File: src/rtl/rect_fill.sv
// Rectangle fill engine: walks a w x h rectangle in raster order, one pixel write strobe per cycle.
// Latency: first pixel the cycle after start is accepted, done pulses the cycle after the last pixel.
// No backpressure; start is only sampled when idle. Build option RECT_FILL_CLIP_EN suppresses off-screen plots.
module rect_fill #(
    parameter int SCREEN_W = 160,
    parameter int SCREEN_H = 120
) (
    input  logic        clk,
    input  logic        resetn,
    input  logic        start,
    input  logic [7:0]  x,
    input  logic [6:0]  y,
    input  logic [7:0]  w,
    input  logic [6:0]  h,
    input  logic [11:0] colour,
    output logic        busy,
    output logic        done,
    output logic        plot,
    output logic [15:0] buf_pos,
    output logic [11:0] colour_out
);

    typedef enum logic [1:0] {IDLE, RUN, DONE} state_t;

    localparam logic [15:0] ROW_STEP = 16'(SCREEN_W);

    state_t      state, state_nxt;
    logic [7:0]  x_q;
    logic [11:0] colour_q;
    logic [8:0]  col, col_end;
    logic [7:0]  row, row_end;
    logic [15:0] row_base;
    logic        last_col, last_pix, in_view;

    assign last_col = (col == col_end);
    assign last_pix = last_col && (row == row_end);

`ifdef RECT_FILL_CLIP_EN
    assign in_view = (col < 9'(SCREEN_W)) && (row < 8'(SCREEN_H));
`else
    assign in_view = 1'b1;
`endif

    always_ff @(posedge clk or negedge resetn) begin
        if (!resetn) state <= IDLE;
        else         state <= state_nxt;
    end

    always_comb begin
        state_nxt  = state;
        busy       = 1'b0;
        done       = 1'b0;
        plot       = 1'b0;
        buf_pos    = 16'd0;
        colour_out = 12'd0;
        case (state)
            IDLE: begin
                if (start) state_nxt = (w != 8'd0 && h != 7'd0) ? RUN : DONE;
            end
            RUN: begin
                busy       = 1'b1;
                plot       = in_view;
                buf_pos    = row_base + 16'(col);
                colour_out = in_view ? colour_q : 12'd0;
                if (last_pix) state_nxt = DONE;
            end
            DONE: begin
                busy      = 1'b1;
                done      = 1'b1;
                state_nxt = IDLE;
            end
            default: state_nxt = IDLE;
        endcase
    end

    // End coordinates are computed once at acceptance in 9/8 bits so they never wrap.
    always_ff @(posedge clk or negedge resetn) begin
        if (!resetn) begin
            x_q      <= 8'd0;
            colour_q <= 12'd0;
            col      <= 9'd0;
            col_end  <= 9'd0;
            row      <= 8'd0;
            row_end  <= 8'd0;
            row_base <= 16'd0;
        end else if (state == IDLE && start) begin
            x_q      <= x;
            colour_q <= colour;
            col      <= {1'b0, x};
            col_end  <= {1'b0, x} + {1'b0, w} - 9'd1;
            row      <= {1'b0, y};
            row_end  <= {1'b0, y} + {1'b0, h} - 8'd1;
            row_base <= 16'(y) * ROW_STEP;
        end else if (state == RUN) begin
            if (last_col) begin
                col      <= {1'b0, x_q};
                row      <= row + 8'd1;
                row_base <= row_base + ROW_STEP;
            end else begin
                col <= col + 9'd1;
            end
        end
    end

endmodule

File: config.mk
export PLATFORM = sky130hd
export DESIGN_NAME = rect_fill
export DESIGN_NICKNAME = d
export VERILOG_FILES = /design/src/rtl/rect_fill.sv
export SDC_FILE = /design/constraint.sdc
export NUM_CORES = 1
export LEC_CHECK = 0
export ABC_AREA = 0
export BUFFER_PORTS_ARGS = -buffer_cell sky130_fd_sc_hd__buf_2
export CAP_MARGIN = 20
export CORE_UTILIZATION = 62
export DETAILED_ROUTE_END_ITERATION = 8
export MAX_ROUTING_LAYER = met4
export PLACE_DENSITY = 0.95
export RECOVER_POWER = 25
export SYNTH_ARGS = -nofsm -noshare
export SYNTH_HDL_FRONTEND = slang
export SYNTH_SLANG_ARGS = --single-unit
File: constraint.sdc
create_clock -name clk -period 4.6 [get_ports clk]
set_input_delay 0.46 -clock clk [delete_from_list [all_inputs] [get_ports clk]]
set_output_delay 0.46 -clock clk [all_outputs]
set_load 0.005 [all_outputs]
Yosys cells after proc, flatten, opt, wreduce, memory -nomap -nowiden
Cells that the tools add are included.
W data, S select, Z words.
{"block": "classes", "n_addsub": 8, "multipliers": 1, "eq_ne": 6, "mux": 18, "reduce_logical": 11}
{"operator": "$mux W16", "n": 4}
{"operator": "$mux W9", "n": 3}
{"operator": "$mux W8", "n": 3}
{"operator": "$add A16 B8 Y16 const B", "n": 1}
{"operator": "$add A16 B9 Y16", "n": 1}
{"operator": "$mux W12", "n": 1}
{"operator": "$mul A7 B3 Y10 const B", "n": 1}
{"operator": "$add A8 B8 Y9", "n": 1}
{"operator": "$add A9 B1 Y9 const B", "n": 1}
{"operator": "$eq A9 B9 Y1", "n": 1}
{"operator": "$sub A9 B1 Y9 const B", "n": 1}
{"operator": "$add A7 B7 Y8", "n": 1}
{"operator": "$add A8 B1 Y8 const B", "n": 1}
{"operator": "$eq A8 B8 Y1", "n": 1}
{"operator": "$reduce_bool A8 Y1", "n": 1}
{"operator": "$sub A8 B1 Y8 const B", "n": 1}
{"operator": "$reduce_bool A7 Y1", "n": 1}
{"operator": "$mux W2", "n": 3}
{"operator": "$ne A2 B2 Y1 const B", "n": 2}
{"operator": "$pmux W2 S2", "n": 1}
{"operator": "$reduce_and A2 Y1", "n": 2}
{"operator": "$reduce_bool A2 Y1", "n": 2}
{"operator": "$logic_and A1 B1 Y1", "n": 3}
{"operator": "$mux W1", "n": 3}
{"operator": "other kinds (4)", "n": 4}
{"block": "word_totals", "reg_bits": 72, "in_bits": 45, "output_inout_bits": 31, "wordCells": 52}

Depth between registers and ports, before layout
Gate-level depths: netlist (run 1).
{"block": "logic_depth", "word_depth": 5, "mapped_depth": 11, "mapped_depth_nobuf": 11}

Worst setup path after synthesis (run 1)
Ideal clock, no wire load.
{"block": "synth_path", "kind": "input -> register", "startpoint": "input x[1]", "endpoint": "register col_end[7]", "setup_ns": 0.133, "arrival_ns": 2.190, "t_required_ns": 4.467, "setup_slack_ns": 2.277, "stages": 11, "path_buffers": 0, "cell_sequence": "inv_1 > ha_1 > inv_1 > ha_1 > fa_1 > a21o_1 > a21oi_1 > o21bai_1 > a21oi_1 > xor2_1 > o21ai_0"}
{"block": "synth_between", "elab_chain_cells": 2}
{"element": "start: declaration", "line": "11", "source": "input logic [7:0] x,"}
{"element": "$add A8 B8 Y9", "line": "90", "source": "col_end <= {1'b0, x} + {1'b0, w} - 9'd1;"}
{"element": "$sub A9 B1 Y9", "line": "90"}
{"element": "end signal: assignment", "line": "90"}
{"element": "end: declaration", "line": "30", "source": "logic [8:0] col, col_end;"}
Every way passes these cells.
A chain may end at the register's enable or synchronous reset.

Worst setup path in the final report (run 1)
{"block": "layout_path", "startpoint": "register col[6]", "endpoint": "output buf_pos[14]"}
{"block": "layout_between", "elab_chain_cells": 2}
{"element": "start: declaration", "line": "30"}
{"element": "start signal: assignment", "line": "89", "source": "col <= {1'b0, x};"}
{"element": "start signal: assignment", "line": "96", "source": "col <= {1'b0, x_q};"}
{"element": "start signal: assignment", "line": "100", "source": "col <= col + 9'd1;"}
{"element": "$add A16 B9 Y16", "line": "63", "source": "buf_pos = row_base + 16'(col);"}
{"element": "$mux W16", "line": "56", "source": "case (state)"}
{"element": "end: declaration", "line": "19", "source": "output logic [15:0] buf_pos,"}
Every way passes these cells.

==> impl_metrics.csv, run 1 <==
group,metric,value,unit
setup_path,cp_data_required_time,4.14,ns
setup_path,worst-path-buf-inv,1,
setup_path,critical_path.max_fanout,8,
layout,synthToLayoutAreaGrowth,12.9,%
timing,finalSetupViolCount,0,
layout,fin_area,0.00543,mm²
route,via_per_inst,5.82,
clock_network,clock_latency,0.35,ns
route,drt_iter0_markers,289,
setup_path,cp-end-kind,"output port",
die,pin_count,76,
clock_network,post_cts_buffers,0,
setup_path,crit_path_max_incr_delay,0.47,ns
die,die_y,90.1,µm
timing,min_period_over_period,66.1,%
route,wirelength,12000,µm
placed_design,gp_congestion,0.892,
clock_network,cts_resized,0,
grt,grt_max_degree,54,
route,wl_met1,5000,µm
setup_path,crit_path_cell_trace,"ha_1 -> a21o_1 -> a21o_1 -> a21oi_1 -> nor3_1 -> xnor2_1 -> nor2_1 -> buf_2",
logic_synthesis,synth.ff_latch_count,67,
setup_path,cp_top_family,"compound AO/OA/AOI/OAI gates",
clock_network,cts_buffers,9,
route,drc_errors,0,
logic_synthesis,synth_top_area_share,34.9,%
die,die_w,90.1,µm
logic_synthesis,synth_edf_count,0,
timing,hold_violations,0,
route,routed-via-count,4341,
clock_network,root_buffer,"clkbuf_8",
setup_path,r2r_start,"state[1]",
power_and_ir_drop,leakagePower,2.79,nW
min_path,hold_class,"in2async",
layout,fin_util,73.7,%
setup_path,cp_slowest_cell,"a21oi_1",
clock_network,cts_sinks,67,
timing,drv_slew,0,
timing,relSlewSlack,47.9,%
logic_synthesis,synth.distinct_cells,45,
setup_path,crit_top_cell,"a21o_1",
clock_network,ctsHoldBuffers,0,
layout,fin_nets,739,
route,firstDrtPassIters,5,
logic_synthesis,ys.flop_type,"dfrtp_1",
route,wl_per_cell,16.1,µm
clock_network,clk_pin_slew,0.07,ns
setup_path,ff2ff_setup_slack,2.24,ns
placed_design,place_area,0.00524,mm²
grt,grt_pass1_vias,4410,
grt,grt_usage,31.9,%
layout,n_antenna_cell,0,
route,met2_wirelength,5890,µm
run,drv_cap,0,
die,core-area,0.00737,mm²
die,die-area,0.00811,mm²
status,status,"completed",
logic_synthesis,synth_largest_area_cell,"dfrtp_1",
route,maxUsedRoutingLayer,"met4",
timing,worst_pin_slew,0.781,ns
route,ant_nets,0,
power_and_ir_drop,p_per_area,548,mW/mm²
setup_path,cp-start-kind,"register",
logic_synthesis,netlist_area,0.00481,mm²
clock_network,cts.path.max_buffers,2,
grt,overflow,0,
logic_synthesis,synthesis.nets,670,
timing,skew,0.00559,ns
power_and_ir_drop,ir_worst_vdd,0.000328,V
die,initial_core_util,65.2,%
timing,fmax,0.329,GHz
setup_path,timing.rr.end,"row_base[13]",
logic_synthesis,yosysWarnings,0,
timing,tns,0,ns
logic_synthesis,avgSynthCellArea,8.38,µm²
grt,antenna_found_initial,0,
setup_path,crit_arrival,2.58,ns
setup_path,ff2ff_path_depth,7,
timing,fin_crit,3.04,ns
logic_synthesis,ys_seq_area_share,34.9,%
timing,rsz0062_at_grt,"false",
layout,drive_above_1_share,16.1,%
route,wl_met3,769,µm
logic_synthesis,synth_area_leaders,"dfrtp_1 (35%), ha_1 (12%), nand2_1 (8.0%), xnor2_1 (6.2%), inv_1 (5.3%)",
placed_design,dp_hpwl,8600,µm
logic_synthesis,synth-async-reset-ratio,100,%
logic_synthesis,synth_cells,574,
clock_network,cts_tree,"built",
setup_path,path_class,"reg2out",
placed_design,numPortBuffers,75,
die,num_rows,31,
grt,grt_pass1_wl,20300,µm
clock_network,cts_max_level,3,
==> cells by family (layout without fill, tap and decap cells) <==
family                   Yosys count  in the layout  synth area share (%)
AO/OA/AOI/OAI                    106            106                  12.7
adder cells (fa/ha/maj)           51             51                  13.7
flip-flops                        67             67                  34.9
AND/OR/NAND/NOR                  199            199                  19.8
buffers and inverters             92            165                  7.70
multiplexers                       5              5                  1.07
XOR/XNOR                          54             54                  10.1
==> layout make-up <==
cell class | count | area [µm²]
fill | 528 | 1940
tap | 99 | 124
multi-input combinational | 415 | 2760
clock buffer | 12 | 135
clock inverter | 3 | 40.0
timing repair buffer | 82 | 434
inverter | 68 | 255
sequential | 67 | 1680
==> worst max path at each step <==
stage / startpoint / depth (start not counted) / slack [ns] / to
after global placement: x[1] / 12 / 2.08 / col_end[7]
after CTS: col[6] / 8 / 1.58 / buf_pos[14]
after global routing: col[6] / 8 / 1.42 / buf_pos[14]
final: col[6] / 8 / 1.56 / buf_pos[14]
after floorplan: x[1] / 11 / 2.28 / col_end[7]
after detailed placement: y[1] / 12 / 1.97 / row_end[7]
==> worst register-to-register path, cell delays in order, from the launching register on <==
cell	delay, ns
dfrtp_1	0.39
inv_1	0.11
ha_1	0.18
inv_1	0.24
or4_4	0.74
nor4_1	0.36
xnor2_1	0.16
o21ai_1	0.08
==> power breakdown <==
group | switching, mW | leakage, nW | internal, mW
sequential | 0.282 | 0.820 | 0.854
combinational | 0.775 | 1.88 | 0.593
clock | 0.226 | 0.0902 | 0.246
==> sequential cells by signal, summed over array words and instances, names as in the netlist <==
| signal | count |
|---|---|
| colour_q | 12 |
| row_base | 11 |
| col | 9 |
| col_end | 9 |
| row | 8 |
| row_end | 8 |
| x_q | 8 |
| state | 2 |
==> Yosys cell counts (all sizes together), types with 3 or more instances <==
library cell  count
nand2           102
inv              68
dfrtp            67
ha               48
o21ai            43
xnor2            36
a21oi            28
nor2             28
and2             19
xor2             18
clkbuf           17
nor3             13
a21o              8
nand3             8
nor4              8
a31oi             7
buf               7
nand4             6
o21bai            6
mux2i             4
nand2b            4
a211oi            3
a22oi             3
fa                3
nor3b             3
o22ai             3
==> routing by layer <==
| layer | global-route usage (%) | vias to the layer above |
|---|---|---|
| met4 | 14.1 | 0 |
| met5 | - | - |
| met3 | 5.58 | 41 |
| met2 | 52.4 | 189 |
| met1 | 38.7 | 2088 |
| li1 | - | 2023 |
==> cells in the final DEF, fill, tap and decap left out, types with 4 or more instances in the layout <==
cell type  instances
a31oi_1            7
buf_4              6
buf_2             74
dfrtp_1           67
ha_1              48
nor2_1            28
o21bai_1           6
nor3_2             4
xor2_1            18
and2_1            19
a21o_1             8
xnor2_1           34
a21oi_1           28
mux2i_1            4
nor4_1             7
o21ai_0           41
clkbuf_1           4
nand2b_1           4
inv_1             68
nand4_1            6
nand3_1            7
nor3_1             9
nand2_1          101
clkbuf_8           9
==> per-stage QoR <==
step / hold slack, ns / power [mW] / setup slack [ns] / std cells
final: 0.157 / 2.98 / 1.56 / 746
after global routing: 0.223 / 3.20 / 1.42 / 746
after CTS: 0.000501 / 2.95 / 1.58 / 745
after detailed placement: 0.376 / 2.46 / 1.97 / 730
after global placement: 0.382 / 2.37 / 2.08 / 730
after floorplan: 0.164 / 2.06 / 2.28 / 574
Power figures use the tool's default switching activity.
==> run 2, diff against run 1 <==
- ABC_AREA: 0 -> 1
- CORE_UTILIZATION: 62 -> 53
- PLACE_DENSITY: 0.95 -> 0.89
- clock period: 4.6 -> 2.6 ns (I/O delays scaled with it)
==> impl_metrics.csv, run 2 <==
group,metric,value,unit
status,status,"finished, violations left",
status,violations,"max-capacitance violations, max-slew violations",
logic_synthesis,synth.most_common_cell,"nand2_1",
die,num_rows,35,
logic_synthesis,synth_largest_area_cell,"dfrtp_1",
power_and_ir_drop,leakagePower,3.50,nW
timing,drv_slew,28,
logic_synthesis,synth-async-reset-ratio,100,%
timing,skew,0.00885,ns
die,core-area,0.00937,mm²
logic_synthesis,synth_top_area_share,32.3,%
grt,grt_usage,25.6,%
power_and_ir_drop,p_per_area,946,mW/mm²
layout,largest_reg_flops,12,
logic_synthesis,synth_cells,749,
run,drv_cap,1,
logic_synthesis,synth_compound_area_share,10.4,%
setup_path,critical_path.max_fanout,5,
clock_network,clock_latency,0.35,ns
setup_path,cp_top_family,"simple AND/OR/NAND/NOR gates",
route,wl_per_cell,12.1,µm
logic_synthesis,synth_fa_ha_area_share,12.7,%
layout,mostFrequentLayoutCells,"nand2_1 (257), inv_1 (130), buf_2 (74), dfrtp_1 (66), ha_1 (48)",
placed_design,gp_congestion,0.895,
timing,tns,0,ns
logic_synthesis,ys.flop_type,"dfrtp_1",
setup_path,crit_arrival,2.12,ns
layout,nFillCells,859,
logic_synthesis,synth-simple-area-share,27.8,%
min_path,hold_class,"in2reg",
logic_synthesis,synth_area_leaders,"dfrtp_1 (32%), nand2_1 (19%), ha_1 (12%), inv_1 (9.4%), o21ai_0 (4.3%)",
setup_path,cp-start-kind,"register",
clock_network,clk_pin_slew,0.07,ns
timing,fmax,0.420,GHz
placed_design,numPortBuffers,75,
route,drt_iter0_markers,289,
setup_path,path_class,"reg2out",
logic_synthesis,synth_xor_area_share,4.55,%
clock_network,root_buffer,"clkbuf_8",
setup_path,crit_path_max_incr_delay,0.42,ns
timing,finalSetupViolCount,0,
setup_path,ff2ff_setup_slack,0.64,ns
timing,hold_violations,0,
layout,n_antenna_cell,0,
grt,grt_max_degree,61,
clock_network,cts_max_level,3,
setup_path,crit_path_cell_trace,"ha_1 -> nand2_1 -> nand2_1 -> nand2_1 -> nand2_1 -> nand2_1 -> nand2_1 -> nand2_1 -> inv_1 -> nand2_1 -> o21ai_0 -> nor2_1 -> buf_2",
layout,top_regs,"colour_q (12), row_base (11)",
route,via_per_inst,5.03,
setup_path,worst-path-buf-inv,2,
layout,largest_register,"colour_q",
route,drc_errors,0,
route,wirelength,11500,µm
route,routed-via-count,4801,
die,die_w,101,µm
clock_network,cts_tree,"built",
layout,fin_area,0.00587,mm²
logic_synthesis,synth_top_family_by_area,"simple AND/OR/NAND/NOR gates",
setup_path,cp_data_required_time,2.34,ns
timing,fin_crit,2.38,ns
logic_synthesis,avgSynthCellArea,6.93,µm²
route,firstDrtPassIters,5,
logic_synthesis,yosysWarnings,0,
layout,synthToLayoutAreaGrowth,13.1,%
logic_synthesis,synth_commonest_cells,"nand2_1 (257), inv_1 (130), dfrtp_1 (67)",
logic_synthesis,netlist_area,0.00519,mm²
logic_synthesis,synthesis.nets,845,
logic_synthesis,synth.distinct_cells,34,
die,die_y,101,µm
logic_synthesis,synth.ff_latch_count,67,
grt,grt_pass1_wl,19900,µm
grt,antenna_found_initial,0,
logic_synthesis,synth.area.mux_share,0.193,%
die,pin_count,76,
layout,layout_commonest_cell,"nand2_1",
logic_synthesis,ys_seq_area_share,32.3,%
setup_path,crit_top_cell,"nand2_1",
power_and_ir_drop,ir_worst_vdd,0.000415,V
layout,fin_nets,918,
route,ant_nets,0,
setup_path,cp_slowest_cell,"dfrtp_1",
die,die-area,0.0102,mm²
timing,holdWs,0.105,ns
clock_network,cts_sinks,67,
grt,grt_pass1_vias,4480,
clock_network,cts.path.max_buffers,2,
placed_design,place_area,0.00567,mm²
die,initial_core_util,55.4,%
timing,rsz0062_at_grt,"false",
grt,overflow,0,
placed_design,dp_hpwl,8500,µm
logic_synthesis,synth_edf_count,0,
timing,relSlewSlack,-7.75,%
layout,drive_above_1_share,14.3,%
setup_path,cp-end-kind,"output port",
timing,worst_pin_slew,1.62,ns
timing,min_period_over_period,91.6,%
clock_network,cts_buffers,9,
-- run 2: cell count changes in the layout (fill, tap and decap cells not counted), moves of 6 or more --
cell and change:
nand2_1 +156, inv_1 +62, xnor2_1 -26, nand3_1 +24, and2_1 -19, nand4_1 +8, nor2_1 +8, nor3_1 -8
nor4_1 -7, o21ai_2 +7, inv_2 +6
-- run 2: final cells by class --
class	count	area, µm²	share of cell area (%)
clock buffers	11	141	2.41
clock inverters	3	40.0	0.682
inverters	137	519	8.84
multi-input cells	525	2890	49.2
flip-flops and latches	67	1680	28.6
well taps	129	161	2.75
repair buffers	82	442	7.52
-- run 2: cells by family after synthesis --
| logic type | Yosys count |
|---|---|
| compound gates | 97 |
| xor+xnor | 27 |
| fa+ha+maj | 51 |
| buf+inv | 157 |
| flops | 67 |
| mux | 1 |
| simple gates | 349 |
-- run 2: final timing paths --
kind | startpoint | endpoint | cells past startpoint
max | row_base[6] | buf_pos[15] | 13
min | colour[10] | colour_q[10] | 3
max reg2reg | state[0] | row[1] | 9
min reg2reg | x_q[2] | x_q[2] | 2
max in group asynchronous | resetn | col[6] | 2
min in group asynchronous | resetn | col[3] | 2
-- run 2: repair_timing --
action / CTS / global route
hold endpoints to repair: 27 / 0
buffers inserted: 0 / 1
hold buffers: 1 / 0
endpoints found under the setup margin: 0 / 2
gates resized for setup: 0 / 1
-- run 2: per-layer routing --
metal  routed length (µm)  share of wire [%]  global-route usage (%)
met1                 5310                 46                    32.1
met2                 5530                 48                    41.6
met3                  508                4.4                    3.74
met4                  199                1.7                    10.3
met5                    0                  0                       -
-- run 2: worst reg2reg max path, stage by stage, from the launching register on --
cell and delay (ns):
dfrtp_1 0.37, inv_1 0.07, ha_1 0.23, nand2_2 0.08
buf_4 0.52, nand2_8 0.14, nand2_8 0.22, inv_6 0.10
nand2_1 0.08, nand2_1 0.04
-- run 2: stage by stage --
stage               instances  power (mW)  utilization, %  setup WS [ns]
CTS                       953        5.55            62.6          0.151
detailed placement        938        4.67            60.5          0.410
global placement          938        4.55            60.5          0.454
global route              954        6.10            62.7         0.0122
finish                    954        5.55            62.7          0.219
floorplan                 749        3.98               -          0.703
-- run 2: power breakdown --
part	internal, mW	leakage [nW]	switching (mW)
sequential	1.52	0.835	0.444
combinational	1.07	2.57	1.67
clock	0.456	0.0950	0.394
total	3.05	3.50	2.51
